File: config.mk
export PLATFORM = sky130hd
export DESIGN_NAME = mem_request_arbiter
export DESIGN_NICKNAME = d
export VERILOG_FILES = /design/src/rtl/mem_request_arbiter_pkg.sv /design/src/rtl/mem_channel_fsm.sv /design/src/rtl/mem_request_arbiter.sv
export SDC_FILE = /design/constraint.sdc
export NUM_CORES = 1
export LEC_CHECK = 0
export BUFFER_PORTS_ARGS = -buffer_cell sky130_fd_sc_hd__buf_4
export CORE_ASPECT_RATIO = 0.6
export CORE_MARGIN = 2
export CORE_UTILIZATION = 41
export CTS_CLUSTER_SIZE = 40
export DETAILED_ROUTE_END_ITERATION = 7
export PLACE_DENSITY = 0.76
export RECOVER_POWER = 25
export SETUP_SLACK_MARGIN = 0.4
export SLEW_MARGIN = 30
export SYNTH_ARGS = -nofsm -noshare
export SYNTH_HDL_FRONTEND = slang
export SYNTH_HIERARCHICAL = 1
export SYNTH_SLANG_ARGS = --single-unit
File: constraint.sdc
create_clock -name clk -period 3.3 [get_ports clk]
set_input_delay 0.33 -clock clk [delete_from_list [all_inputs] [get_ports clk]]
set_output_delay 0.33 -clock clk [all_outputs]
set_load 0.01 [all_outputs]
File: src/rtl/mem_request_arbiter_pkg.sv
// Shared definitions for the memory request arbiter: per-channel FSM state encoding.
package mem_request_arbiter_pkg;

    localparam int unsigned CHAN_STATE_BITS = 3;

    typedef enum logic [CHAN_STATE_BITS-1:0] {
        ST_IDLE           = 3'd0,
        ST_READ_WAITING   = 3'd1,
        ST_WRITE_WAITING  = 3'd2,
        ST_READ_RELAYING  = 3'd3,
        ST_WRITE_RELAYING = 3'd4
    } mem_chan_state_t;

endpackage

File: src/rtl/mem_channel_fsm.sv
// One memory channel: accepts a one-hot grant from the parent, captures the
// request, runs the memory handshake and holds the consumer-side ready.
//
// Handshake rules: mem_*_valid rises on grant and stays high until the memory
// returns its ready strobe; the consumer ready then stays high until the
// owning consumer's valid is seen low, at which point the channel releases
// its claim and returns to IDLE.
module mem_channel_fsm
    import mem_request_arbiter_pkg::*;
#(
    parameter int ADDR_BITS     = 8,
    parameter int DATA_BITS     = 8,
    parameter int NUM_CONSUMERS = 4,
    parameter int WRITE_ENABLE  = 1
) (
    input  logic                     clk,
    input  logic                     reset_n,
    input  logic [NUM_CONSUMERS-1:0] i_grant,
    input  logic                     i_grant_read,
    input  logic [ADDR_BITS-1:0]     i_grant_addr,
    input  logic [DATA_BITS-1:0]     i_grant_data,
    input  logic [NUM_CONSUMERS-1:0] i_consumer_read_valid,
    input  logic [NUM_CONSUMERS-1:0] i_consumer_write_valid,
    input  logic                     i_mem_read_ready,
    input  logic                     i_mem_write_ready,
    output mem_chan_state_t          o_state,
    output logic [NUM_CONSUMERS-1:0] o_owner,
    output logic                     o_read_done,
    output logic [NUM_CONSUMERS-1:0] o_release,
    output logic                     o_mem_read_valid,
    output logic [ADDR_BITS-1:0]     o_mem_read_address,
    output logic                     o_mem_write_valid,
    output logic [ADDR_BITS-1:0]     o_mem_write_address,
    output logic [DATA_BITS-1:0]     o_mem_write_data,
    output logic                     o_read_ready,
    output logic                     o_write_ready
);

    localparam bit WRITE_EN = (WRITE_ENABLE != 0);

    mem_chan_state_t            r_state;
    logic [NUM_CONSUMERS-1:0]   r_owner;
    logic                       r_mem_read_valid;
    logic [ADDR_BITS-1:0]       r_mem_read_address;
    logic                       r_mem_write_valid;
    logic [ADDR_BITS-1:0]       r_mem_write_address;
    logic [DATA_BITS-1:0]       r_mem_write_data;
    logic                       r_read_ready;
    logic                       r_write_ready;

    logic                       w_owner_read_valid;
    logic                       w_owner_write_valid;
    logic                       w_releasing;

    assign w_owner_read_valid  = |(r_owner & i_consumer_read_valid);
    assign w_owner_write_valid = |(r_owner & i_consumer_write_valid);
    assign w_releasing = ((r_state == ST_READ_RELAYING)  && !w_owner_read_valid) ||
                         ((r_state == ST_WRITE_RELAYING) && !w_owner_write_valid);

    assign o_state             = r_state;
    assign o_owner             = r_owner;
    assign o_read_done         = (r_state == ST_READ_WAITING) && i_mem_read_ready;
    assign o_release           = w_releasing ? r_owner : '0;
    assign o_mem_read_valid    = r_mem_read_valid;
    assign o_mem_read_address  = r_mem_read_address;
    assign o_mem_write_valid   = r_mem_write_valid;
    assign o_mem_write_address = r_mem_write_address;
    assign o_mem_write_data    = r_mem_write_data;
    assign o_read_ready        = r_read_ready;
    assign o_write_ready       = r_write_ready;

    // Channel state machine with registered memory-side and consumer-side outputs.
    always_ff @(posedge clk or negedge reset_n) begin
        if (!reset_n) begin
            r_state             <= ST_IDLE;
            r_owner             <= '0;
            r_mem_read_valid    <= 1'b0;
            r_mem_read_address  <= '0;
            r_mem_write_valid   <= 1'b0;
            r_mem_write_address <= '0;
            r_mem_write_data    <= '0;
            r_read_ready        <= 1'b0;
            r_write_ready       <= 1'b0;
        end else begin
            case (r_state)
                ST_IDLE: begin
                    if (|i_grant) begin
                        r_owner <= i_grant;
                        if (i_grant_read) begin
                            r_mem_read_valid   <= 1'b1;
                            r_mem_read_address <= i_grant_addr;
                            r_state            <= ST_READ_WAITING;
                        end else if (WRITE_EN) begin
                            r_mem_write_valid   <= 1'b1;
                            r_mem_write_address <= i_grant_addr;
                            r_mem_write_data    <= i_grant_data;
                            r_state             <= ST_WRITE_WAITING;
                        end
                    end
                end
                ST_READ_WAITING: begin
                    if (i_mem_read_ready) begin
                        r_mem_read_valid <= 1'b0;
                        r_read_ready     <= 1'b1;
                        r_state          <= ST_READ_RELAYING;
                    end
                end
                ST_WRITE_WAITING: begin
                    if (i_mem_write_ready) begin
                        r_mem_write_valid <= 1'b0;
                        r_write_ready     <= 1'b1;
                        r_state           <= ST_WRITE_RELAYING;
                    end
                end
                ST_READ_RELAYING: begin
                    if (!w_owner_read_valid) begin
                        r_read_ready <= 1'b0;
                        r_state      <= ST_IDLE;
                    end
                end
                ST_WRITE_RELAYING: begin
                    if (!w_owner_write_valid) begin
                        r_write_ready <= 1'b0;
                        r_state       <= ST_IDLE;
                    end
                end
                default: r_state <= ST_IDLE;
            endcase
        end
    end

endmodule

File: src/rtl/mem_request_arbiter.sv
// Collects consumer read/write requests and spreads them over NUM_CHANNELS
// memory channels with fixed lowest-index-first priority; relays responses back.
module mem_request_arbiter
    import mem_request_arbiter_pkg::*;
#(
    parameter int ADDR_BITS     = 8,
    parameter int DATA_BITS     = 8,
    parameter int NUM_CONSUMERS = 4,
    parameter int NUM_CHANNELS  = 1,
    parameter int WRITE_ENABLE  = 1
) (
    input  logic                               clk,
    input  logic                               reset_n,
    input  logic [NUM_CONSUMERS-1:0]           consumer_read_valid,
    input  logic [NUM_CONSUMERS*ADDR_BITS-1:0] consumer_read_address,
    output logic [NUM_CONSUMERS-1:0]           consumer_read_ready,
    output logic [NUM_CONSUMERS*DATA_BITS-1:0] consumer_read_data,
    input  logic [NUM_CONSUMERS-1:0]           consumer_write_valid,
    input  logic [NUM_CONSUMERS*ADDR_BITS-1:0] consumer_write_address,
    input  logic [NUM_CONSUMERS*DATA_BITS-1:0] consumer_write_data,
    output logic [NUM_CONSUMERS-1:0]           consumer_write_ready,
    output logic [NUM_CHANNELS-1:0]            mem_read_valid,
    output logic [NUM_CHANNELS*ADDR_BITS-1:0]  mem_read_address,
    input  logic [NUM_CHANNELS-1:0]            mem_read_ready,
    input  logic [NUM_CHANNELS*DATA_BITS-1:0]  mem_read_data,
    output logic [NUM_CHANNELS-1:0]            mem_write_valid,
    output logic [NUM_CHANNELS*ADDR_BITS-1:0]  mem_write_address,
    output logic [NUM_CHANNELS*DATA_BITS-1:0]  mem_write_data,
    input  logic [NUM_CHANNELS-1:0]            mem_write_ready,
    output logic [NUM_CHANNELS*CHAN_STATE_BITS-1:0] dbg_chan_state
);

    localparam bit WRITE_EN = (WRITE_ENABLE != 0);

    logic [NUM_CONSUMERS-1:0]                    r_claim;
    logic [NUM_CONSUMERS-1:0][DATA_BITS-1:0]     r_read_data;

    logic [NUM_CONSUMERS-1:0]                    w_pending;
    logic [NUM_CONSUMERS-1:0]                    w_taken;
    logic [NUM_CONSUMERS-1:0]                    w_grant_any;
    logic [NUM_CONSUMERS-1:0]                    w_release_any;
    logic [NUM_CHANNELS-1:0][NUM_CONSUMERS-1:0]  w_avail;
    logic [NUM_CHANNELS-1:0][NUM_CONSUMERS-1:0]  w_grant;
    logic [NUM_CHANNELS-1:0][NUM_CONSUMERS-1:0]  w_owner;
    logic [NUM_CHANNELS-1:0][NUM_CONSUMERS-1:0]  w_release;
    logic [NUM_CHANNELS-1:0]                     w_chan_idle;
    logic [NUM_CHANNELS-1:0]                     w_grant_read;
    logic [NUM_CHANNELS-1:0]                     w_read_done;
    logic [NUM_CHANNELS-1:0]                     w_read_ready_ch;
    logic [NUM_CHANNELS-1:0]                     w_write_ready_ch;
    logic [NUM_CHANNELS-1:0]                     w_mem_write_valid;
    logic [NUM_CHANNELS-1:0][ADDR_BITS-1:0]      w_grant_addr;
    logic [NUM_CHANNELS-1:0][DATA_BITS-1:0]      w_grant_data;
    logic [NUM_CHANNELS-1:0][ADDR_BITS-1:0]      w_mem_write_address;
    logic [NUM_CHANNELS-1:0][DATA_BITS-1:0]      w_mem_write_data;
    mem_chan_state_t                             w_state [NUM_CHANNELS];

    // With writes disabled, write requests never count as pending work.
    assign w_pending = consumer_read_valid | (WRITE_EN ? consumer_write_valid : '0);

    // Cascaded grant: each idle channel takes the lowest unclaimed pending consumer not taken by a lower channel.
    always_comb begin
        w_taken      = '0;
        w_avail      = '0;
        w_grant      = '0;
        w_grant_read = '0;
        for (int c = 0; c < NUM_CHANNELS; c++) begin
            w_avail[c] = w_pending & ~r_claim & ~w_taken;
            if (w_chan_idle[c]) begin
                w_grant[c] = w_avail[c] & (~w_avail[c] + NUM_CONSUMERS'(1));
            end
            w_grant_read[c] = |(w_grant[c] & consumer_read_valid);
            w_taken         = w_taken | w_grant[c];
        end
    end

    // Select the granted consumer's address/data for each channel to capture.
    always_comb begin
        w_grant_addr = '0;
        w_grant_data = '0;
        for (int c = 0; c < NUM_CHANNELS; c++) begin
            for (int i = 0; i < NUM_CONSUMERS; i++) begin
                if (w_grant[c][i]) begin
                    w_grant_addr[c] = w_grant_read[c] ? consumer_read_address[i*ADDR_BITS +: ADDR_BITS]
                                                      : consumer_write_address[i*ADDR_BITS +: ADDR_BITS];
                    w_grant_data[c] = consumer_write_data[i*DATA_BITS +: DATA_BITS];
                end
            end
        end
    end

    // Collapse per-channel grants and releases into per-consumer masks.
    always_comb begin
        w_grant_any   = '0;
        w_release_any = '0;
        for (int c = 0; c < NUM_CHANNELS; c++) begin
            w_grant_any   = w_grant_any | w_grant[c];
            w_release_any = w_release_any | w_release[c];
        end
    end

    // Claim vector: set when a channel grabs a consumer, cleared when that channel releases it.
    always_ff @(posedge clk or negedge reset_n) begin
        if (!reset_n) begin
            r_claim <= '0;
        end else begin
            r_claim <= (r_claim | w_grant_any) & ~w_release_any;
        end
    end

    // Per-consumer read data holds until the next completed read for that consumer.
    always_ff @(posedge clk or negedge reset_n) begin
        if (!reset_n) begin
            r_read_data <= '0;
        end else begin
            for (int c = 0; c < NUM_CHANNELS; c++) begin
                for (int i = 0; i < NUM_CONSUMERS; i++) begin
                    if (w_read_done[c] && w_owner[c][i]) begin
                        r_read_data[i] <= mem_read_data[c*DATA_BITS +: DATA_BITS];
                    end
                end
            end
        end
    end

    assign consumer_read_data = r_read_data;

    // Route each channel's registered ready back to the consumer it owns.
    always_comb begin
        consumer_read_ready  = '0;
        consumer_write_ready = '0;
        for (int c = 0; c < NUM_CHANNELS; c++) begin
            for (int i = 0; i < NUM_CONSUMERS; i++) begin
                if (w_owner[c][i]) begin
                    consumer_read_ready[i]  = consumer_read_ready[i] | w_read_ready_ch[c];
                    consumer_write_ready[i] = consumer_write_ready[i] | w_write_ready_ch[c];
                end
            end
        end
    end

    for (genvar c = 0; c < NUM_CHANNELS; c++) begin : g_chan
        mem_channel_fsm #(
            .ADDR_BITS     (ADDR_BITS),
            .DATA_BITS     (DATA_BITS),
            .NUM_CONSUMERS (NUM_CONSUMERS),
            .WRITE_ENABLE  (WRITE_ENABLE)
        ) u_fsm (
            .clk                    (clk),
            .reset_n                (reset_n),
            .i_grant                (w_grant[c]),
            .i_grant_read           (w_grant_read[c]),
            .i_grant_addr           (w_grant_addr[c]),
            .i_grant_data           (w_grant_data[c]),
            .i_consumer_read_valid  (consumer_read_valid),
            .i_consumer_write_valid (consumer_write_valid),
            .i_mem_read_ready       (mem_read_ready[c]),
            .i_mem_write_ready      (mem_write_ready[c]),
            .o_state                (w_state[c]),
            .o_owner                (w_owner[c]),
            .o_read_done            (w_read_done[c]),
            .o_release              (w_release[c]),
            .o_mem_read_valid       (mem_read_valid[c]),
            .o_mem_read_address     (mem_read_address[c*ADDR_BITS +: ADDR_BITS]),
            .o_mem_write_valid      (w_mem_write_valid[c]),
            .o_mem_write_address    (w_mem_write_address[c]),
            .o_mem_write_data       (w_mem_write_data[c]),
            .o_read_ready           (w_read_ready_ch[c]),
            .o_write_ready          (w_write_ready_ch[c])
        );

        assign w_chan_idle[c] = (w_state[c] == ST_IDLE);
        assign dbg_chan_state[c*CHAN_STATE_BITS +: CHAN_STATE_BITS] = w_state[c];

        // Program-memory instances tie every write output low.
        assign mem_write_valid[c]                            = WRITE_EN ? w_mem_write_valid[c] : 1'b0;
        assign mem_write_address[c*ADDR_BITS +: ADDR_BITS]   = WRITE_EN ? w_mem_write_address[c] : '0;
        assign mem_write_data[c*DATA_BITS +: DATA_BITS]      = WRITE_EN ? w_mem_write_data[c] : '0;
    end

endmodule

==> impl_metrics.py <==
metrics = {
    "power_and_ir_drop": {
        "p_int_uw": 2880,
        "power.clock.fraction_pct": 21.3,
        "p_seq_share_pct": 30.1,
        "peakVddDrop_v": 0.000377,
        "power_density_nw_per_um2": 796,
        "leakage_uw": 0.00285,
        "power_switching_uw": 1730,
        "power_frac_comb_pct": 48.6,
        "switching_share_pct": 37.6,
    },
    "sta": {
        "fin_ws_ns": 0.528,
        "worst-slew-pin-transition_ns": 1.80,
        "fin_skew_ns": 0.00575,
        "setup_violations": 0,
        "hold-worst-slack_ns": 0.227,
        "final.period_utilization_pct": 84.0,
        "hold_viol_final": 0,
        "rsz0062_at_grt": "no",
        "timing.fmax_mhz": 361,
        "relSlewSlack_pct": -20.3,
        "fin_crit_ns": 2.77,
        "finalMaxSlewViolations": 72,
        "setup-tns-final_ns": 0,
    },
    "global_route": {
        "grt_first_pass_wirelength_um": 20000,
        "grt_usage_pct": 24.5,
        "grt_antenna_before_repair": 0,
        "grt_start_max_net_pins": 72,
        "grt_overflow_total": 0,
        "grt_pass1_vias": 3780,
    },
    "worst_hold_path": {
        "holdPathStages": 2,
        "min_path_type": "input port to flop",
        "worstHoldEndpoint": "g_chan[0].u_fsm/o_state[1]$_DFFE_PN0P_",
        "min-delay-start": "mem_write_ready",
    },
    "route": {
        "firstDrtPassIters": 5,
        "drcViolationCount": 0,
        "totalWireLength_um": 12700,
        "drt_iter0_markers": 327,
        "vias_per_cell": 5.51,
        "vias": 3639,
        "wl_per_cell_um": 19.2,
        "drtAntennaViolNets": 0,
    },
    "cts": {
        "clockBufferDepth": 2,
        "cts_max_level": 3,
        "cts_buffers": 9,
        "clkSlewWorstSetupHoldPaths_ns": 0.06,
        "clkSinkCount": 71,
        "root_buffer": "clkbuf_16",
        "cts_tree": "built",
        "clock_latency_ns": 0.33,
    },
    "critical_path": {
        "arrival_ns": 2.98,
        "cp-end-kind": "flop",
        "critical_path.max_fanout": 14,
        "path_class": "flop to flop",
        "reg2reg_depth": 8,
        "rr_endpoint": "g_chan[0].u_fsm/o_mem_read_address[7]$_DFFE_PN0P_",
        "startpoint": "g_chan[0].u_fsm/o_state[0]$_DFFE_PN0P_",
        "start_kind": "flop",
        "ff2ff_setup_slack_ns": 0.53,
        "critPathRequiredTime_ns": 3.51,
        "r2r_start": "g_chan[0].u_fsm/o_state[0]$_DFFE_PN0P_",
    },
    "floorplan": {
        "start_util_pct": 42.8,
        "fp.dieW_um": 131,
        "fp-row-count": 27,
        "core-area_um2": 9320,
        "dieArea_um2": 10600,
        "die_y_um": 80.5,
        "ioPinCount": 185,
    },
    "status": {
        "status": "finished, violations left",
        "violations": "max-capacitance violations, max-slew violations",
    },
    "final_layout": {
        "area_growth_syn_to_layout_pct": 45.0,
        "layout-drive-gt1-share_pct": 54.6,
        "layout.nets": 642,
        "diodes": 0,
        "fillers": 787,
    },
    "run": {
        "drv_cap": 1,
    },
    "place": {
        "io_buffer_count": 184,
        "hpwl_um": 9580,
        "pre_cts_slack_ns": 0.468,
        "place_congestion": 0.916,
    },
    "logic_synthesis": {
        "yosysTopAreaCellShare_pct": 44.5,
        "synth_top_area_cell": "dfrtp_1",
        "synth_cells": 340,
        "ys_seq_elements": 71,
        "synthesis.nets": 456,
        "synthArstFlopShare_pct": 100,
        "synth.area.top_cells": "dfrtp_1, mux2_2, mux2_4",
        "syn_area_um2": 3990,
        "seq_area_frac_synth_pct": 44.5,
        "syn_area_per_cell_um2": 11.7,
        "yosysWarningCount": 6,
        "synth_edf_count": 0,
        "synth.distinct_cells": 54,
        "synth_ff_type": "dfrtp_1",
    },
}
## cells in the mapped netlist, drive strengths merged (3+ instances only)
cell type,n
or3,3
nor3b,8
a21oi,14
o31a,3
a221oi,12
o21ai,11
dfrtp,71
a31oi,3
nor4b,3
nor2,25
inv,11
mux2,61
a222oi,8
a2111oi,6
buf,13
o21a,6
clkbuf,5
nor3,4
and2,12
nand2,13
a211oi,6
a22o,8
o21bai,4
mux2i,8
## worst max-delay path: stages, from the launching register on
cell,delay [ns]
dfrtp_1,0.38
buf_4,0.19
nor3_1,0.28
nand3_1,0.15
or3_1,0.46
inv_2,0.14
or4_4,0.17
and3_1,0.53
mux2_4,0.35
## flip-flops by register name, summed over array words and instances (netlist names)
register                          count
consumer_read_data                   32
g_chan.u_fsm/o_mem_read_address       8
g_chan.u_fsm/o_mem_read_valid         1
g_chan.u_fsm/o_mem_write_address      8
g_chan.u_fsm/o_mem_write_data         8
g_chan.u_fsm/o_mem_write_valid        1
g_chan.u_fsm/o_owner                  4
g_chan.u_fsm/o_read_ready             1
g_chan.u_fsm/o_state                  3
g_chan.u_fsm/o_write_ready            1
r_claim                               4
## cell usage in the layout (no fill, tap or decap), types with 2 or more instances in the layout
| cell type | synthesis | layout |
|---|---|---|
| a2111oi_0 | 6 | 6 |
| a211oi_1 | 6 | 6 |
| a21oi_1 | 14 | 14 |
| a221oi_1 | 6 | 6 |
| a221oi_2 | 6 | 6 |
| a222oi_1 | 8 | 8 |
| a22o_1 | 8 | 8 |
| a31oi_1 | 3 | 3 |
| a32oi_1 | 2 | 2 |
| and2_1 | 12 | 12 |
| and3_1 | 2 | 2 |
| and4_1 | 2 | 2 |
| buf_4 | 1 | 192 |
| clkbuf_16 | 0 | 9 |
| clkinvlp_4 | 0 | 3 |
| dfrtp_1 | 71 | 71 |
| inv_1 | 10 | 10 |
| inv_6 | 0 | 2 |
| mux2_1 | 3 | 3 |
| mux2_2 | 41 | 41 |
| mux2_4 | 17 | 17 |
| mux2i_1 | 8 | 8 |
| nand2_1 | 12 | 12 |
| nand2b_1 | 2 | 2 |
| nor2_1 | 23 | 23 |
| nor2b_1 | 2 | 2 |
| nor3_4 | 2 | 2 |
| nor3b_1 | 7 | 7 |
| nor4b_1 | 2 | 2 |
| o21a_1 | 6 | 6 |
| o21ai_0 | 5 | 5 |
| o21ai_1 | 6 | 6 |
| o21ba_2 | 2 | 2 |
| o21bai_1 | 4 | 4 |
| o31a_1 | 3 | 3 |
| or3_1 | 2 | 2 |
## per-stage QoR
step	utilization, %	power [uW]	std cells	area, um2
6_report	62.1	4610	661	5790
3_3_place_gp	58.8	3550	644	5480
5_1_grt	62.1	4880	661	5790
2_1_floorplan	-	2760	340	3990
4_1_cts	62.0	4610	660	5780
3_5_place_dp	58.8	3600	644	5480
## metal layers
layer | routed length [um] | vias to the layer above | track usage [%]
li1 | - | 1671 | -
met1 | 5810 | 1775 | 34.1
met2 | 5590 | 174 | 37.3
met3 | 1100 | 19 | 7.58
met4 | 176 | 0 | 5.87
met5 | 0 | - | 0
## power groups by stage
stage,clock network [uW],registers (uW),logic [uW]
6_report,982,1390,2240
3_5_place_dp,0,1390,2210
5_1_grt,1050,1420,2410
3_3_place_gp,0,1380,2160
2_1_floorplan,0,1440,1320
4_1_cts,1000,1380,2230
## kinds of logic after synthesis
| family | after synthesis | synth area share, % |
|---|---|---|
| AOI/OAI and AO/OA | 92 | 18.5 |
| and+or+nand+nor | 79 | 12.1 |
| DFF | 71 | 44.5 |
| muxes | 69 | 20.8 |
| buffers and inverters | 29 | 4.14 |
## layout make-up
| type | instances | area, um2 | area share (%) |
|---|---|---|---|
| timing repair buffer | 193 | 1450 | 25.0 |
| clock buffer | 9 | 225 | 3.89 |
| clock inverter | 7 | 78.8 | 1.36 |
| tap | 130 | 163 | 2.81 |
| sequential | 71 | 1780 | 30.7 |
| inverter | 11 | 41.3 | 0.713 |
| multi-input combinational | 240 | 2060 | 35.6 |
## worst max path at each step
stage	cells after the start	slack, ns	endpoint
floorplan	9	0.73	g_chan[0].u_fsm/o_mem_write_address[0]$_DFFE_PN0P_
global placement	7	0.53	g_chan[0].u_fsm/o_mem_write_address[4]$_DFFE_PN0P_
detailed placement	7	0.47	g_chan[0].u_fsm/o_mem_read_address[4]$_DFFE_PN0P_
CTS	7	0.45	g_chan[0].u_fsm/o_mem_write_address[4]$_DFFE_PN0P_
global route	6	0.40	g_chan[0].u_fsm/o_mem_read_address[7]$_DFFE_PN0P_
finish	8	0.53	g_chan[0].u_fsm/o_mem_read_address[7]$_DFFE_PN0P_
## repair_timing
action | 4_1_cts | 5_1_grt
endpoints found under the hold margin | 0 | 0
setup buffers | 0 | 1
endpoints found under the setup margin | 0 | 12
gates resized for setup | 0 | 2
hold buffers | 0 | 0
(Power assumes the default switching activity.)
